## config.mk

```make
export PLATFORM = sky130hd
export DESIGN_NAME = alu_arbiter_flat
export DESIGN_NICKNAME = d
export VERILOG_FILES = /design/src/rtl/alu_arbiter_if.sv /design/src/rtl/alu_arbiter.sv /design/src/flat_wrapper.sv
export SDC_FILE = /design/constraint.sdc
export NUM_CORES = 1
export LEC_CHECK = 0
export BUFFER_PORTS_ARGS = -buffer_cell sky130_fd_sc_hd__buf_2
export CAP_MARGIN = 20
export CORE_MARGIN = 2
export CORE_UTILIZATION = 40
export DETAILED_ROUTE_END_ITERATION = 16
export GPL_TIMING_DRIVEN = 0
export PLACE_DENSITY_LB_ADDON = 0.2
export SLEW_MARGIN = 25
export SYNTH_ARGS = -nofsm -noshare
export SYNTH_HDL_FRONTEND = slang
export SYNTH_SLANG_ARGS = --single-unit
```

## constraint.sdc

```tcl
create_clock -name clk -period 5 [get_ports clk]
set_clock_uncertainty 0.15 [all_clocks]
set_input_delay 0 -clock clk [delete_from_list [all_inputs] [get_ports clk]]
set_output_delay 0 -clock clk [all_outputs]
set_load 0.01 [all_outputs]
```

## src/rtl/alu_arbiter_if.sv

```systemverilog
// Request/response handshake bundle for one requester of the shared ALU.
// The arbiter sees each requester through the slave modport.
interface alu_arbiter_if #(
  parameter int DATA_W = 16
);
  logic              req_valid;
  logic              req_ready;
  logic [2:0]        op;
  logic [DATA_W-1:0] a;
  logic [DATA_W-1:0] b;
  logic              resp_valid;
  logic              resp_ready;

  modport master (
    output req_valid, op, a, b, resp_ready,
    input  req_ready, resp_valid
  );

  modport slave (
    input  req_valid, op, a, b, resp_ready,
    output req_ready, resp_valid
  );
endinterface

```

## src/rtl/alu_arbiter.sv

```systemverilog
// Round-robin arbiter sharing one ALU between two requesters.
// Operands are latched on grant; MUL is held for MUL_CYCLES ALU cycles.
module alu_arbiter #(
  parameter int         DATA_W     = 16,
  parameter int         MUL_CYCLES = 2,
  parameter logic [2:0] OP_MUL     = 3'd2
) (
  input  logic              clk,
  input  logic              rst_n,
  alu_arbiter_if.slave      p0,
  alu_arbiter_if.slave      p1,
  output logic [DATA_W-1:0] resp_result,
  output logic [2:0]        alu_op,
  output logic [DATA_W-1:0] alu_a,
  output logic [DATA_W-1:0] alu_b,
  input  logic [DATA_W-1:0] alu_result,
  output logic              busy
);

  localparam logic [1:0] IDLE = 2'd0;
  localparam logic [1:0] EXEC = 2'd1;
  localparam logic [1:0] RESP = 2'd2;

  localparam int CW = (MUL_CYCLES > 1) ? $clog2(MUL_CYCLES) : 1;
  localparam logic [CW-1:0] MUL_CNT = CW'(MUL_CYCLES - 1);

  logic [1:0]        state_q, state_d;
  logic              owner_q, owner_d;
  logic              last_q, last_d;
  logic [CW-1:0]     cnt_q, cnt_d;
  logic              rv0_q, rv0_d;
  logic              rv1_q, rv1_d;
  logic [DATA_W-1:0] res_q, res_d;
  logic [2:0]        op_q, op_d;
  logic [DATA_W-1:0] a_q, a_d;
  logic [DATA_W-1:0] b_q, b_d;

  logic              idle;
  logic              win;
  logic              grant;
  logic              own_rdy;
  logic [2:0]        w_op;
  logic [DATA_W-1:0] w_a;
  logic [DATA_W-1:0] w_b;

  // win selects port 1; on a tie the port that did not go last wins
  assign idle  = (state_q == IDLE);
  assign win   = p1.req_valid & (~p0.req_valid | ~last_q);
  assign grant = idle & (p0.req_valid | p1.req_valid);

  assign p0.req_ready = grant & ~win;
  assign p1.req_ready = grant & win;

  assign w_op = win ? p1.op : p0.op;
  assign w_a  = win ? p1.a  : p0.a;
  assign w_b  = win ? p1.b  : p0.b;

  assign own_rdy = owner_q ? p1.resp_ready : p0.resp_ready;

  always_comb begin
    state_d = state_q;
    owner_d = owner_q;
    last_d  = last_q;
    cnt_d   = cnt_q;
    rv0_d   = rv0_q;
    rv1_d   = rv1_q;
    res_d   = res_q;
    op_d    = op_q;
    a_d     = a_q;
    b_d     = b_q;
    case (state_q)
      IDLE: begin
        if (grant) begin
          op_d    = w_op;
          a_d     = w_a;
          b_d     = w_b;
          owner_d = win;
          cnt_d   = '0;
          // unknown opcodes fall through as single-cycle
          if (w_op == OP_MUL) cnt_d = MUL_CNT;
          state_d = EXEC;
        end
      end
      EXEC: begin
        if (cnt_q == '0) begin
          res_d   = alu_result;
          rv0_d   = ~owner_q;
          rv1_d   = owner_q;
          state_d = RESP;
        end else begin
          cnt_d = cnt_q - CW'(1);
        end
      end
      RESP: begin
        if (own_rdy) begin
          rv0_d   = 1'b0;
          rv1_d   = 1'b0;
          last_d  = owner_q;
          state_d = IDLE;
        end
      end
      default: state_d = IDLE;
    endcase
  end

  always_ff @(posedge clk or negedge rst_n) begin
    if (!rst_n) begin
      state_q <= IDLE;
      owner_q <= 1'b0;
      last_q  <= 1'b1;
      cnt_q   <= '0;
      rv0_q   <= 1'b0;
      rv1_q   <= 1'b0;
      res_q   <= '0;
      op_q    <= '0;
      a_q     <= '0;
      b_q     <= '0;
    end else begin
      state_q <= state_d;
      owner_q <= owner_d;
      last_q  <= last_d;
      cnt_q   <= cnt_d;
      rv0_q   <= rv0_d;
      rv1_q   <= rv1_d;
      res_q   <= res_d;
      op_q    <= op_d;
      a_q     <= a_d;
      b_q     <= b_d;
    end
  end

  assign p0.resp_valid = rv0_q;
  assign p1.resp_valid = rv1_q;
  assign resp_result   = res_q;
  assign alu_op        = op_q;
  assign alu_a         = a_q;
  assign alu_b         = b_q;
  assign busy          = ~idle;

endmodule
```

## src/flat_wrapper.sv

```systemverilog
// flat-port wrapper written by rule: the top's interface ports become plain ports
module alu_arbiter_flat 
#(
  parameter int         DATA_W     = 16,
  parameter int         MUL_CYCLES = 2,
  parameter logic [2:0] OP_MUL     = 3'd2
)
  (clk, rst_n, resp_result, alu_op, alu_a, alu_b, alu_result, busy, p0_req_valid, p0_op, p0_a, p0_b, p0_resp_ready, p0_req_ready, p0_resp_valid, p1_req_valid, p1_op, p1_a, p1_b, p1_resp_ready, p1_req_ready, p1_resp_valid);
  alu_arbiter_if #(.DATA_W(DATA_W)) p0_i ();
  alu_arbiter_if #(.DATA_W(DATA_W)) p1_i ();
  input  logic clk;
  input  logic rst_n;
  output logic [DATA_W-1:0] resp_result;
  output logic [2:0] alu_op;
  output logic [DATA_W-1:0] alu_a;
  output logic [DATA_W-1:0] alu_b;
  input  logic [DATA_W-1:0] alu_result;
  output logic busy;
  input wire logic [$bits(p0_i.req_valid)-1:0] p0_req_valid;
  input wire logic [$bits(p0_i.op)-1:0] p0_op;
  input wire logic [$bits(p0_i.a)-1:0] p0_a;
  input wire logic [$bits(p0_i.b)-1:0] p0_b;
  input wire logic [$bits(p0_i.resp_ready)-1:0] p0_resp_ready;
  output wire logic [$bits(p0_i.req_ready)-1:0] p0_req_ready;
  output wire logic [$bits(p0_i.resp_valid)-1:0] p0_resp_valid;
  input wire logic [$bits(p1_i.req_valid)-1:0] p1_req_valid;
  input wire logic [$bits(p1_i.op)-1:0] p1_op;
  input wire logic [$bits(p1_i.a)-1:0] p1_a;
  input wire logic [$bits(p1_i.b)-1:0] p1_b;
  input wire logic [$bits(p1_i.resp_ready)-1:0] p1_resp_ready;
  output wire logic [$bits(p1_i.req_ready)-1:0] p1_req_ready;
  output wire logic [$bits(p1_i.resp_valid)-1:0] p1_resp_valid;
  assign p0_i.req_valid = p0_req_valid;
  assign p0_i.op = p0_op;
  assign p0_i.a = p0_a;
  assign p0_i.b = p0_b;
  assign p0_i.resp_ready = p0_resp_ready;
  assign p0_req_ready = p0_i.req_ready;
  assign p0_resp_valid = p0_i.resp_valid;
  assign p1_i.req_valid = p1_req_valid;
  assign p1_i.op = p1_op;
  assign p1_i.a = p1_a;
  assign p1_i.b = p1_b;
  assign p1_i.resp_ready = p1_resp_ready;
  assign p1_req_ready = p1_i.req_ready;
  assign p1_resp_valid = p1_i.resp_valid;
  alu_arbiter #(.DATA_W(DATA_W), .MUL_CYCLES(MUL_CYCLES), .OP_MUL(OP_MUL)) u_core (.clk(clk), .rst_n(rst_n), .p0(p0_i), .p1(p1_i), .resp_result(resp_result), .alu_op(alu_op), .alu_a(alu_a), .alu_b(alu_b), .alu_result(alu_result), .busy(busy));
endmodule
```

After elaboration in Yosys (flattened, before gate mapping)
Cells that the tools add are included.
W data, S select, Z words.
{ "word_totals": {"ff_bits": 58, "latch_bits": 0, "ram_bits": 0, "mem_bits_ro": 0, "output_inout_bits": 56, "word_cells": 55, "memories": 0} }
{ "classes": {"n_addsub": 1, "mul": 0, "n_div": 0, "n_lt_le_gt_ge": 0, "n_eq_ne": 6, "n_shift": 0, "n_mux": 17, "n_bitwise": 12, "reduce_logical": 9} }
{ "ops": {"columns": ["op", "count"], "rows": [
  ["$mux W16", 2],
  ["$reduce_and A2 Y1", 4],
  ["$mux W1", 7],
  ["$mux W2", 3],
  ["$not A1 Y1", 6],
  ["$pmux W1 S2", 3],
  ["$pmux W2 S3", 1],
  ["$reduce_and A3 Y1", 2],
  ["$and A1 B1 Y1", 4],
  ["$ne A2 B2 Y1 const B", 2],
  ["$reduce_bool A2 Y1", 2],
  ["$eq A3 B2 Y1 const B", 1],
  ["$mux W3", 1],
  ["$eq A2 B1 Y1 const B", 1],
  ["$eq A2 B2 Y1 const B", 1],
  ["$logic_not A2 Y1", 1],
  ["$ne A2 B1 Y1 const B", 1],
  ["$or A1 B1 Y1", 2],
  ["$sub A1 B1 Y1 const B", 1]
]} }

Longest topological paths before layout
Gate-level depths: netlist of run 1.
{ "logic_depth": {"depth_word": 8, "depth_mapped": 6, "ltp_nobuf": 5} }

Worst setup path before layout of run 1
OpenSTA, ideal clock, no wires.
{ "synth_timing": {"path_kind": "register -> register", "from": "reg u_core.state_q[1]", "to": "reg u_core.res_q[10], in the netlist u_core.resp_result[10]", "arrival_time_ns": 1.474, "slack_ns": 3.251, "path_stages_with_launch": 7, "synth_period_minus_slack_ns": 1.749, "path_cell_list": "dfrtp_1 > inv_1 > ha_1 > nor2b_1 > buf_2 > buf_4 > mux2_2"} }
{ "synth_between": {"elab_chain_len": 2} }
{ "synth_lines": {"columns": ["item", "line", "rtl"], "rows": [
  ["start: declaration", "alu_arbiter.sv:27", "logic [1:0] state_q, state_d;"],
  ["start signal: assignment", "alu_arbiter.sv:119", "state_q <= state_d;"],
  ["$eq A2 B1 Y1", "alu_arbiter.sv:71", "case (state_q)"],
  ["$reduce_and A2 Y1 (no source line)", null, null],
  ["end signal: assignment", "alu_arbiter.sv:125", "res_q <= res_d;"],
  ["end: declaration", "alu_arbiter.sv:33", "logic [DATA_W-1:0] res_q, res_d;"]
]} }
Every way passes these cells.
A chain may end at the register's enable or synchronous reset.

Final worst setup path of run 1
{ "layout_timing": {"from": "reg u_core.state_q[0]", "to": "reg u_core.a_q[13], in the netlist u_core.alu_a[13]"} }
{ "layout_between": {"elab_chain_len": 3} }
{ "layout_lines": {"columns": ["item", "line", "rtl"], "rows": [
  ["$logic_not A2 Y1 (*)", "alu_arbiter.sv:47, alu_arbiter.sv:71", null],
  ["$and A1 B1 Y1", "alu_arbiter.sv:49", "assign grant = idle & (p0.req_valid | p1.req_valid);"],
  ["$reduce_and A2 Y1 (no source line) (*)", null, null],
  ["end signal: assignment", "alu_arbiter.sv:116", "a_q <= '0;"],
  ["end signal: assignment", "alu_arbiter.sv:127", "a_q <= a_d;"],
  ["end: declaration", "alu_arbiter.sv:35", "logic [DATA_W-1:0] a_q, a_d;"]
]} }
Every way passes the cells marked *; elsewhere a longest branch is shown, timed or not.

==> results of run 1 <==
-- worst paths after layout --
kind | start | to | slack [ns] | cells after the start
worst min-delay path | p0_resp_ready | u_core.p1.resp_valid | 0.02 | 4
min in group asynchronous | rst_n | u_core.alu_a[8] | 0.13 | 2
worst max register to register | u_core.state_q[0] | u_core.alu_a[13] | 2.41 | 7
worst max-delay path | u_core.state_q[0] | u_core.alu_a[13] | 2.41 | 7
max in group asynchronous | rst_n | u_core.alu_b[5] | 4.09 | 2
worst min register to register | u_core.alu_op[0] | u_core.alu_op[0] | 0.35 | 2
-- flip-flops by register name, indices dropped and copies added (netlist names) --
register	flops
u_core.p0.resp_valid	1
u_core.owner_q	1
u_core.alu_b	16
u_core.alu_op	3
u_core.last_q	1
u_core.resp_result	16
u_core.p1.resp_valid	1
u_core.cnt_q	1
u_core.alu_a	16
u_core.state_q	2
-- cell type report --
class / count / area share, %
Buffer: 13 / 1.90
Clock buffer: 11 / 3.11
Clock inverter: 5 / 1.71
Inverter: 6 / 0.496
Multi-Input combinational cell: 120 / 22.2
Sequential cell: 58 / 32.0
Tap cell: 77 / 2.12
Timing Repair Buffer: 239 / 36.5
-- cell families (layout without fill, tap and decap cells) --
logic type / after synthesis / in the layout
simple gates: 45 / 45
compound gates: 48 / 48
flops: 58 / 58
fa+ha+maj: 4 / 4
buf+inv: 19 / 274
mux: 23 / 23
-- per-layer routing --
metal  vias to the layer above  track usage (%)  wire [um]
li1                       1227                -          -
met1                      1214             28.2       3260
met2                       111             42.3       4130
met3                        16             4.82        490
met4                         0             9.82        171
met5                         -                0          0
-- critical path, stage by stage (launching register included) --
cell and delay [ns]:
sky130_fd_sc_hd__dfrtp_1 0.40, sky130_fd_sc_hd__inv_1 0.11, sky130_fd_sc_hd__ha_1 0.26, sky130_fd_sc_hd__nand2_1 0.09, sky130_fd_sc_hd__a21oi_2 0.28, sky130_fd_sc_hd__clkbuf_1 0.43
sky130_fd_sc_hd__a221o_1 0.24, sky130_fd_sc_hd__dlygate4sd3_1 0.55
-- cells in the mapped netlist (3+ instances only) --
library cell and n:
sky130_fd_sc_hd__a21oi_1 3, sky130_fd_sc_hd__a221o_1 32, sky130_fd_sc_hd__and2_1 33, sky130_fd_sc_hd__buf_2 3, sky130_fd_sc_hd__buf_6 4, sky130_fd_sc_hd__clkbuf_1 5
sky130_fd_sc_hd__dfrtp_1 57, sky130_fd_sc_hd__ha_1 4, sky130_fd_sc_hd__inv_1 6, sky130_fd_sc_hd__mux2_2 18, sky130_fd_sc_hd__mux2i_1 5, sky130_fd_sc_hd__nand2_1 5
sky130_fd_sc_hd__nor2_1 3, sky130_fd_sc_hd__nor3b_1 3, sky130_fd_sc_hd__o21ai_0 4
-- power by group through the flow --
stage | Sequential [mW] | Combinational (mW) | Clock [mW]
after global routing | 0.853 | 1.47 | 0.511
after CTS | 0.817 | 1.33 | 0.488
after detailed placement | 0.821 | 1.06 | 0
after floorplan | 0.920 | 0.565 | 0
final | 0.823 | 1.35 | 0.475
after global placement | 0.815 | 1.04 | 0
-- stage by stage --
stage	hold slack (ns)	setup WS (ns)	cells	util [%]	area, um2
finish	0.0209	2.41	529	72.4	4540
global route	0.0646	2.16	529	72.4	4540
CTS	0.00939	2.43	529	72.4	4540
detailed placement	-0.0385	2.98	421	54.2	3400
global placement	0.0793	3.03	421	54.2	3400
floorplan	-0.446	3.25	197	-	2570
==> run summary, run 1 <==
====================================================================================================
Actual transition at the worst max-transition pin                                           0.719 ns
Iter 0 DRT Violations                                                                             75
Number of standard-cell rows in the floorplan                                                     29
Number of storage elements in the synthesis netlist                                               58
Footprint of the multi-input gates                                                       0.00101 mm2
Total of buffers placed on input and output ports                                                147
Largest family of logic cells by synthesized area                                       compound AO/OA/AOI/OAI gates
Total design power                                                                           2.64 mW
Part of the power in combinational logic                                                       50.9%
Final total negative setup slack                                                                0 ns
Sequential fraction of design power                                                            31.1%
Count of different cell masters after synthesis                                                   27
Largest net degree at the start of global routing                                                 59
Antenna-violating nets left                                                                        0
Chip Width                                                                                   84.2 um
Drt total wl                                                                                 8040 um
CTS tree                                                                                        done
Half-perimeter wire length of the detailed placement result                                  4670 um
Post-CTS resize count                                                                              0
Maximum clock frequency                                                                      386 MHz
CTS Buffer Depth                                                                                   2
Period utilization                                                                             51.8%
Final Wtd Congestion                                                                           0.742
Number of hold-repair buffers added at the cts stage                                              92
Clock net sink count                                                                              58
Final hold violation count                                                                         0
Main flop type after synthesis                                                          sky130_fd_sc_hd__dfrtp_1
Internal power                                                                               1.77 mW
Number of design rule violations left after detail routing                                         0
Effective utilization at floorplan                                                             40.9%
Number of diodes                                                                                   0
Ports                                                                                            148
Complex-gate fraction of the synthesized area                                                  17.1%
Number of vias after detailed routing                                                           2568
Filler cell count in the final layout                                                            449
Post-synth design cell area                                                              0.00257 mm2
CTS HTree Levels                                                                                   3
Critical path data required time                                                             5.12 ns
Gate Count Post-Synth                                                                            197
Nets in the synthesized netlist                                                                  293
Critical Path AT                                                                             2.70 ns
Portion of the post-synthesis area used by sequential elements                                 56.5%
Clock-pin slew reported for the worst setup and hold paths after clock tree synthesis        0.07 ns
Switching power summed over all nets                                                          873 uW
Synthesis-to-layout area growth                                                                76.8%
Path type of the worst min-delay path                                                   primary input to flip-flop
Total die area                                                                           0.00708 mm2
CP Capture Type                                                                            flip-flop
Avg Synthesized Cell Area                                                                   13.0 um2
Final nets                                                                                       543
Total gr overflow                                                                                  0
WL/cell                                                                                      15.2 um
Initial antenna violation count                                                                    0
Fraction of the mapped netlist area in adder cells                                             1.95%
Most frequent standard cell in the layout excluding fill and tap cells                  sky130_fd_sc_hd__buf_2
Setup repair bufs after CTS                                                                        0
Number of synthesized flops with an enable pin                                                     0
Max Transition Viols Final                                                                         0
Async set-reset flop share out of synthesis                                                     100%
Portion of synthesized cell area occupied by the leading cell type                             55.5%
Final setup violation count                                                                        0
Max cap viols                                                                                      0
Die height                                                                                   84.2 um
Outcome                                                                                 finished clean
Share of total power consumed by net switching                                                 33.0%
Setup crit start kind                                                                      flip-flop
Core region area                                                                         0.00628 mm2
Number of optimization iterations in the first detailed-route pass                                 4
Root buffer selected by CTS                                                             sky130_fd_sc_hd__clkbuf_8
Total leakage power                                                                          2.28 nW
XOR/XNOR share of the synthesized area                                                            0%
Tot GR Track Use                                                                               23.9%
Largest cells by area after synthesis                                                   sky130_fd_sc_hd__dfrtp_1 (56%), sky130_fd_sc_hd__a221o_1 (12%), sky130_fd_sc_hd__and2_1 (8.0%), sky130_fd_sc_hd__mux2_2 (7.9%), sky130_fd_sc_hd__ha_1 (1.9%)
Relative slew slack                                                                            52.1%
Worst vdd rail ir drop                                                                      0.418 mV
Total power per unit cell area                                                            582 mW/mm2
Clock buffers created by TritonCTS                                                                 9
Highest net fanout along the worst path                                                           10
Global-route wire length before repair                                                      13300 um
Yosys warning total                                                                                0
Insertion delay of the later-clocked pin in the worst-skew pair                              0.33 ns
Detailed-route vias per instance                                                                4.85
Crit Path Category                                                                      flip-flop to flip-flop
Area occupied by registers                                                               0.00145 mm2
Min cycle time layout                                                                        2.59 ns
Cell type contributing the most total cell area after synthesis                         sky130_fd_sc_hd__dfrtp_1
Fraction of final layout cells sized beyond drive strength 1                                   42.7%
Clock network power share                                                                      18.0%
Vias in the first global route                                                                  2764
Leading cell types in the layout, fill and taps excluded                                sky130_fd_sc_hd__buf_2 (149), sky130_fd_sc_hd__dlygate4sd3_1 (92), sky130_fd_sc_hd__dfrtp_1 (57)
Area fraction in and, or, nand and nor cells after synthesis                                   10.3%
Fraction of synthesized area in multiplexers                                                   9.83%
Setup repair after global routing missed its margin                                            false
====================================================================================================
No activity file was read; power rests on OpenSTA's default activity.
==> inputs of run 2 (changes only) <==
==> constraint.sdc (replaced) <==
create_clock -name clk -period 2.58 [get_ports clk]
set_clock_uncertainty 0.15 [all_clocks]
set_input_delay 0 -clock clk [delete_from_list [all_inputs] [get_ports clk]]
set_output_delay 0 -clock clk [all_outputs]
set_load 0.01 [all_outputs]
==> run summary, run 2 (synthesis gave the netlist of run 1 again) <==
====================================================================================================
CTS Buffer Depth                                                                                   2
Worst-case reg-to-reg path depth                                                                   7
Hold Path Sink                                                                          u_core.p1.resp_valid
Top cell family by delay on the critical path                                           buffers and inverters
Tot GR Track Use                                                                               24.0%
Clock net sink count                                                                              58
Detailed-route vias per instance                                                                4.87
Iter 0 DRT Violations                                                                             79
Final Wtd Congestion                                                                           0.742
Root buffer selected by CTS                                                             sky130_fd_sc_hd__clkbuf_8
Setup crit start kind                                                                      flip-flop
Worst vdd rail ir drop                                                                      0.756 mV
Path type of the worst min-delay path                                                   primary input to flip-flop
Cell with the biggest individual delay on the critical path                             sky130_fd_sc_hd__dlygate4sd3_1
WL/cell                                                                                      15.3 um
Number of standard-cell rows in the floorplan                                                     29
Core region area                                                                         0.00628 mm2
Final hold violation count                                                                         0
Drt total wl                                                                                 8070 um
Total die area                                                                           0.00708 mm2
Actual transition at the worst max-transition pin                                           0.717 ns
Final total negative setup slack                                                                0 ns
Worst-case setup margin in the final layout                                                 0.178 ns
Initial antenna violation count                                                                    0
CTS HTree Levels                                                                                   3
CTS tree                                                                                        done
Total leakage power                                                                          2.30 nW
Highest net fanout along the worst path                                                           10
R2R Path End                                                                            u_core.alu_b[12]
Number of diodes                                                                                   0
Filler cell count in the final layout                                                            450
Register-to-Register Setup Slack                                                             0.18 ns
Fraction of final layout cells sized beyond drive strength 1                                   44.0%
Ports                                                                                            148
Clock-pin slew reported for the worst setup and hold paths after clock tree synthesis        0.07 ns
Crit Path Category                                                                      flip-flop to flip-flop
Total power per unit cell area                                                           1120 mW/mm2
Footprint of the multi-input gates                                                       0.00101 mm2
Number of optimization iterations in the first detailed-route pass                                 4
Die height                                                                                   84.2 um
CP Capture Type                                                                            flip-flop
Synthesis-to-layout area growth                                                                77.2%
Effective utilization at floorplan                                                             40.9%
Outcome                                                                                 finished clean
Worst reg2reg startpoint                                                                u_core.state_q[0]
Most frequent standard cell in the layout excluding fill and tap cells                  sky130_fd_sc_hd__buf_2
Max Transition Viols Final                                                                         0
Final setup violation count                                                                        0
Clock buffers created by TritonCTS                                                                 9
Half-perimeter wire length of the detailed placement result                                  4670 um
Largest net degree at the start of global routing                                                 59
Global-route wire length before repair                                                      13300 um
Worst Hold Path Cells                                                                              4
Setup repair after global routing missed its margin                                            false
Number of vias after detailed routing                                                           2577
Launch point of the worst hold path                                                     p0_resp_ready
CP cell instances                                                                       inv_1, ha_2, o21ai_1, clkbuf_2, and2_1, a221o_1, dlygate4sd3_1
Insertion delay of the later-clocked pin in the worst-skew pair                              0.33 ns
Critical path buffers and inverters                                                                3
Chip Width                                                                                   84.2 um
Worst-case setup slack after placement                                                      0.563 ns
Antenna-violating nets left                                                                        0
Area occupied by registers                                                               0.00145 mm2
Total of buffers placed on input and output ports                                                147
Number of design rule violations left after detail routing                                         0
Critical path data required time                                                             2.64 ns
Final nets                                                                                       543
Leading cell types in the layout, fill and taps excluded                                sky130_fd_sc_hd__buf_2 (150), sky130_fd_sc_hd__dlygate4sd3_1 (92), sky130_fd_sc_hd__dfrtp_1 (57)
Max cap viols                                                                                      0
Peak per-stage delay on the critical path                                                    0.57 ns
Setup repair bufs after CTS                                                                        0
Total gr overflow                                                                                  0
Period utilization                                                                             93.1%
Min cycle time layout                                                                        2.40 ns
Relative slew slack                                                                            52.2%
Critical Path AT                                                                             2.46 ns
Maximum clock frequency                                                                      416 MHz
Vias in the first global route                                                                  2773
====================================================================================================
run 2: changes by cell type in the layout (fill, tap and decap cells not counted), sizes merged:
cell / change
buf: +1
clkbuf: -1
run 2: how the worst max path moves through the flow:
stage | start | to | slack (ns) | cells past startpoint
floorplan | u_core.state_q[1] | u_core.resp_result[10] | 0.83 | 6
global placement | u_core.state_q[0] | u_core.alu_a[1] | 0.61 | 6
detailed placement | u_core.state_q[0] | u_core.alu_b[15] | 0.56 | 6
CTS | u_core.state_q[0] | u_core.alu_a[13] | 0.02 | 7
global route | u_core.state_q[0] | u_core.alu_a[13] | 0.03 | 7
finish | u_core.state_q[0] | u_core.alu_b[12] | 0.18 | 7
run 2: worst min-delay path, stage by stage:
cell                        delay, ns
sky130_fd_sc_hd__buf_2           0.08
sky130_fd_sc_hd__mux2i_1         0.08
sky130_fd_sc_hd__a21oi_1         0.20
sky130_fd_sc_hd__o2bb2ai_1       0.09
run 2: final cells by class:
cell class / instances / share of cell area [%]
Timing Repair Buffer: 239 / 36.4
Sequential cell: 58 / 31.9
Multi-Input combinational cell: 120 / 22.2
Clock buffer: 11 / 3.11
Tap cell: 77 / 2.12
Buffer: 13 / 2.03
Clock inverter: 5 / 1.70
Inverter: 6 / 0.495
run 2: routing by layer:
| metal | up-vias | share of wire [%] | track usage [%] |
|---|---|---|---|
| met1 | 1222 | 40 | 28.4 |
| met3 | 18 | 6.0 | 4.92 |
| li1 | 1228 | - | - |
| met5 | - | 0 | 0 |
| met4 | 0 | 2.3 | 10.3 |
| met2 | 109 | 52 | 42.2 |
run 2: stage by stage:
step / total power [mW] / hold WS (ns) / std cells / area (um2) / utilization [%]
finish: 5.11 / 0.00904 / 529 / 4550 / 72.5
CTS: 5.08 / 0.00939 / 529 / 4540 / 72.4
floorplan: 2.88 / -0.446 / 197 / 2570 / -
global route: 5.47 / 0.0646 / 529 / 4550 / 72.5
detailed placement: 3.64 / -0.0385 / 421 / 3400 / 54.2
global placement: 3.59 / 0.0793 / 421 / 3400 / 54.2
run 2: power by group:
part           internal, mW  switching, mW  total [mW]
logic                  1.49           1.10        2.59
registers              1.36          0.232        1.60
clock network         0.567          0.355       0.922
total                  3.42           1.69        5.11
run 2: timing repair:
action / CTS / global route
endpoints found under the setup margin: 0 / 30
endpoints found under the hold margin: 111 / 0
gates resized for setup: 0 / 12
hold buffers: 92 / 0
==> inputs of run 3 (changes only) <==
--- a/config.mk
+++ b/config.mk
@@ -8,7 +8,7 @@
 export BUFFER_PORTS_ARGS = -buffer_cell sky130_fd_sc_hd__buf_2
 export CAP_MARGIN = 20
 export CORE_MARGIN = 2
-export CORE_UTILIZATION = 40
+export CORE_UTILIZATION = 44
 export DETAILED_ROUTE_END_ITERATION = 16
 export GPL_TIMING_DRIVEN = 0
 export PLACE_DENSITY_LB_ADDON = 0.2
==> run summary, run 3 (synthesis gave the netlist of run 1 again) <==
====================================================================================================
Antenna-violating nets left                                                                        0
Total die area                                                                           0.00647 mm2
Final nets                                                                                       543
CTS Buffer Depth                                                                                   2
Number of diodes                                                                                   0
Total gr overflow                                                                                  0
Worst-case setup margin in the final layout                                                 0.203 ns
Effective utilization at floorplan                                                             46.1%
Die height                                                                                   80.4 um
Clock buffers created by TritonCTS                                                                 9
Max cap viols                                                                                      0
Final hold violation count                                                                         0
Final Wtd Congestion                                                                           0.757
Final total negative setup slack                                                                0 ns
Clock-pin slew reported for the worst setup and hold paths after clock tree synthesis        0.06 ns
CP Capture Type                                                                            flip-flop
Iter 0 DRT Violations                                                                             94
Maximum clock frequency                                                                      421 MHz
Critical Path AT                                                                             2.43 ns
CTS HTree Levels                                                                                   3
Area after detailed placement                                                            0.00340 mm2
Largest net degree at the start of global routing                                                 59
Path type of the worst min-delay path                                                   primary input to flip-flop
Initial antenna violation count                                                                    0
Root buffer selected by CTS                                                             sky130_fd_sc_hd__clkbuf_8
Detailed-route vias per instance                                                                4.97
CTS tree                                                                                        done
Worst vdd rail ir drop                                                                      0.557 mV
Ports                                                                                            148
Setup crit start kind                                                                      flip-flop
Worst reg2reg startpoint                                                                u_core.state_q[0]
End point of the critical path                                                          u_core.alu_a[13]
Total power per unit cell area                                                           1100 mW/mm2
Filler cell count in the final layout                                                            352
Footprint of the multi-input gates                                                       0.00101 mm2
Final setup violation count                                                                        0
Insertion delay of the later-clocked pin in the worst-skew pair                              0.32 ns
Area occupied by registers                                                               0.00145 mm2
Half-perimeter wire length of the detailed placement result                                  4740 um
Placed cell count                                                                                416
Number of cells in the finished layout apart from fillers                                        524
Launch point of the worst path                                                          u_core.state_q[0]
Setup repair after global routing missed its margin                                            false
Core region area                                                                         0.00557 mm2
Min cycle time layout                                                                        2.38 ns
Critical path data required time                                                             2.63 ns
Chip Width                                                                                   80.4 um
Worst-case reg-to-reg path depth                                                                   7
Total leakage power                                                                          2.27 nW
Actual transition at the worst max-transition pin                                           0.696 ns
R2R Path End                                                                            u_core.alu_a[13]
Fraction of final layout cells sized beyond drive strength 1                                   43.6%
Period utilization                                                                             92.1%
Tot GR Track Use                                                                               26.6%
Layout Utilization                                                                             80.6%
Highest net fanout along the worst path                                                           10
Number of vias after detailed routing                                                           2604
Max Transition Viols Final                                                                         0
Total design power                                                                           4.94 mW
Global-route wire length before repair                                                      12900 um
Number of standard-cell rows in the floorplan                                                     27
Outcome                                                                                 finished clean
Vias in the first global route                                                                  2779
Crit Path Category                                                                      flip-flop to flip-flop
Total of buffers placed on input and output ports                                                147
Number of optimization iterations in the first detailed-route pass                                 4
Synthesis-to-layout area growth                                                                74.8%
Most frequent standard cell in the layout excluding fill and tap cells                  sky130_fd_sc_hd__buf_2
Number of design rule violations left after detail routing                                         0
Leading cell types in the layout, fill and taps excluded                                sky130_fd_sc_hd__buf_2 (149), sky130_fd_sc_hd__dlygate4sd3_1 (92), sky130_fd_sc_hd__dfrtp_1 (57)
Drt total wl                                                                                 8180 um
Clock net sink count                                                                              58
Worst hold margin                                                                          0.0426 ns
WL/cell                                                                                      15.6 um
Worst-case setup slack after placement                                                      0.598 ns
Setup repair bufs after CTS                                                                        0
Relative slew slack                                                                            53.6%
Register-to-Register Setup Slack                                                             0.20 ns
Fin area                                                                                 0.00449 mm2
====================================================================================================
[run 3: changes by cell type in the layout (fill, tap and decap cells not counted)]
cell                         previous run  this run
sky130_fd_sc_hd__bufinv_16              2         0
sky130_fd_sc_hd__clkbuf_1               1         3
sky130_fd_sc_hd__buf_2                150       149
sky130_fd_sc_hd__clkbuf_2               4         5
sky130_fd_sc_hd__clkinv_2               2         3
sky130_fd_sc_hd__clkinvlp_4             1         0
[run 3: worst min path at each step]
stage,slack [ns],to,start,depth (start not counted)
final,0.04,u_core.p1.resp_valid,p0_resp_ready,4
after global placement,0.08,u_core.alu_a[12],p1_a[12],2
after CTS,0.02,u_core.p1.resp_valid,p0_resp_ready,4
after floorplan,-0.45,u_core.alu_a[0],rst_n,0
after detailed placement,-0.04,u_core.resp_result[13],rst_n,1
after global routing,0.10,u_core.p1.resp_valid,p0_resp_ready,4
[run 3: power by group]
part	switching, mW	internal (mW)
Combinational	1.13	1.52
Clock	0.328	0.371
Sequential	0.235	1.36
[run 3: critical path, stage by stage, from the launching register on]
cell and delay [ns]:
sky130_fd_sc_hd__dfrtp_1 0.39, sky130_fd_sc_hd__inv_1 0.11, sky130_fd_sc_hd__ha_2 0.23, sky130_fd_sc_hd__o21ai_1 0.14, sky130_fd_sc_hd__clkbuf_2 0.21, sky130_fd_sc_hd__and2_1 0.20
sky130_fd_sc_hd__a221o_1 0.27, sky130_fd_sc_hd__dlygate4sd3_1 0.56
[run 3: what timing repair did]
action                                 4_1_cts  5_1_grt
setup endpoints to repair                    0       32
endpoints found under the hold margin      110        0
hold buffers                                92        0
gates resized for setup                      0       11
[run 3: layout make-up]
cell class / instances / share of cell area, %
well taps: 72 / 2.01
repair buffers: 239 / 36.9
clock inverters: 3 / 0.334
multi-input cells: 120 / 22.5
plain buffers: 13 / 2.06
clock buffers: 13 / 3.31
flip-flops and latches: 58 / 32.3
inverters: 6 / 0.501
[run 3: routing by layer]
metal | GRT usage, % | share of wire, %
met1 | 30.6 | 40
met5 | 0 | 0
met4 | 11.0 | 2.0
met3 | 6.63 | 6.9
met2 | 47.2 | 51
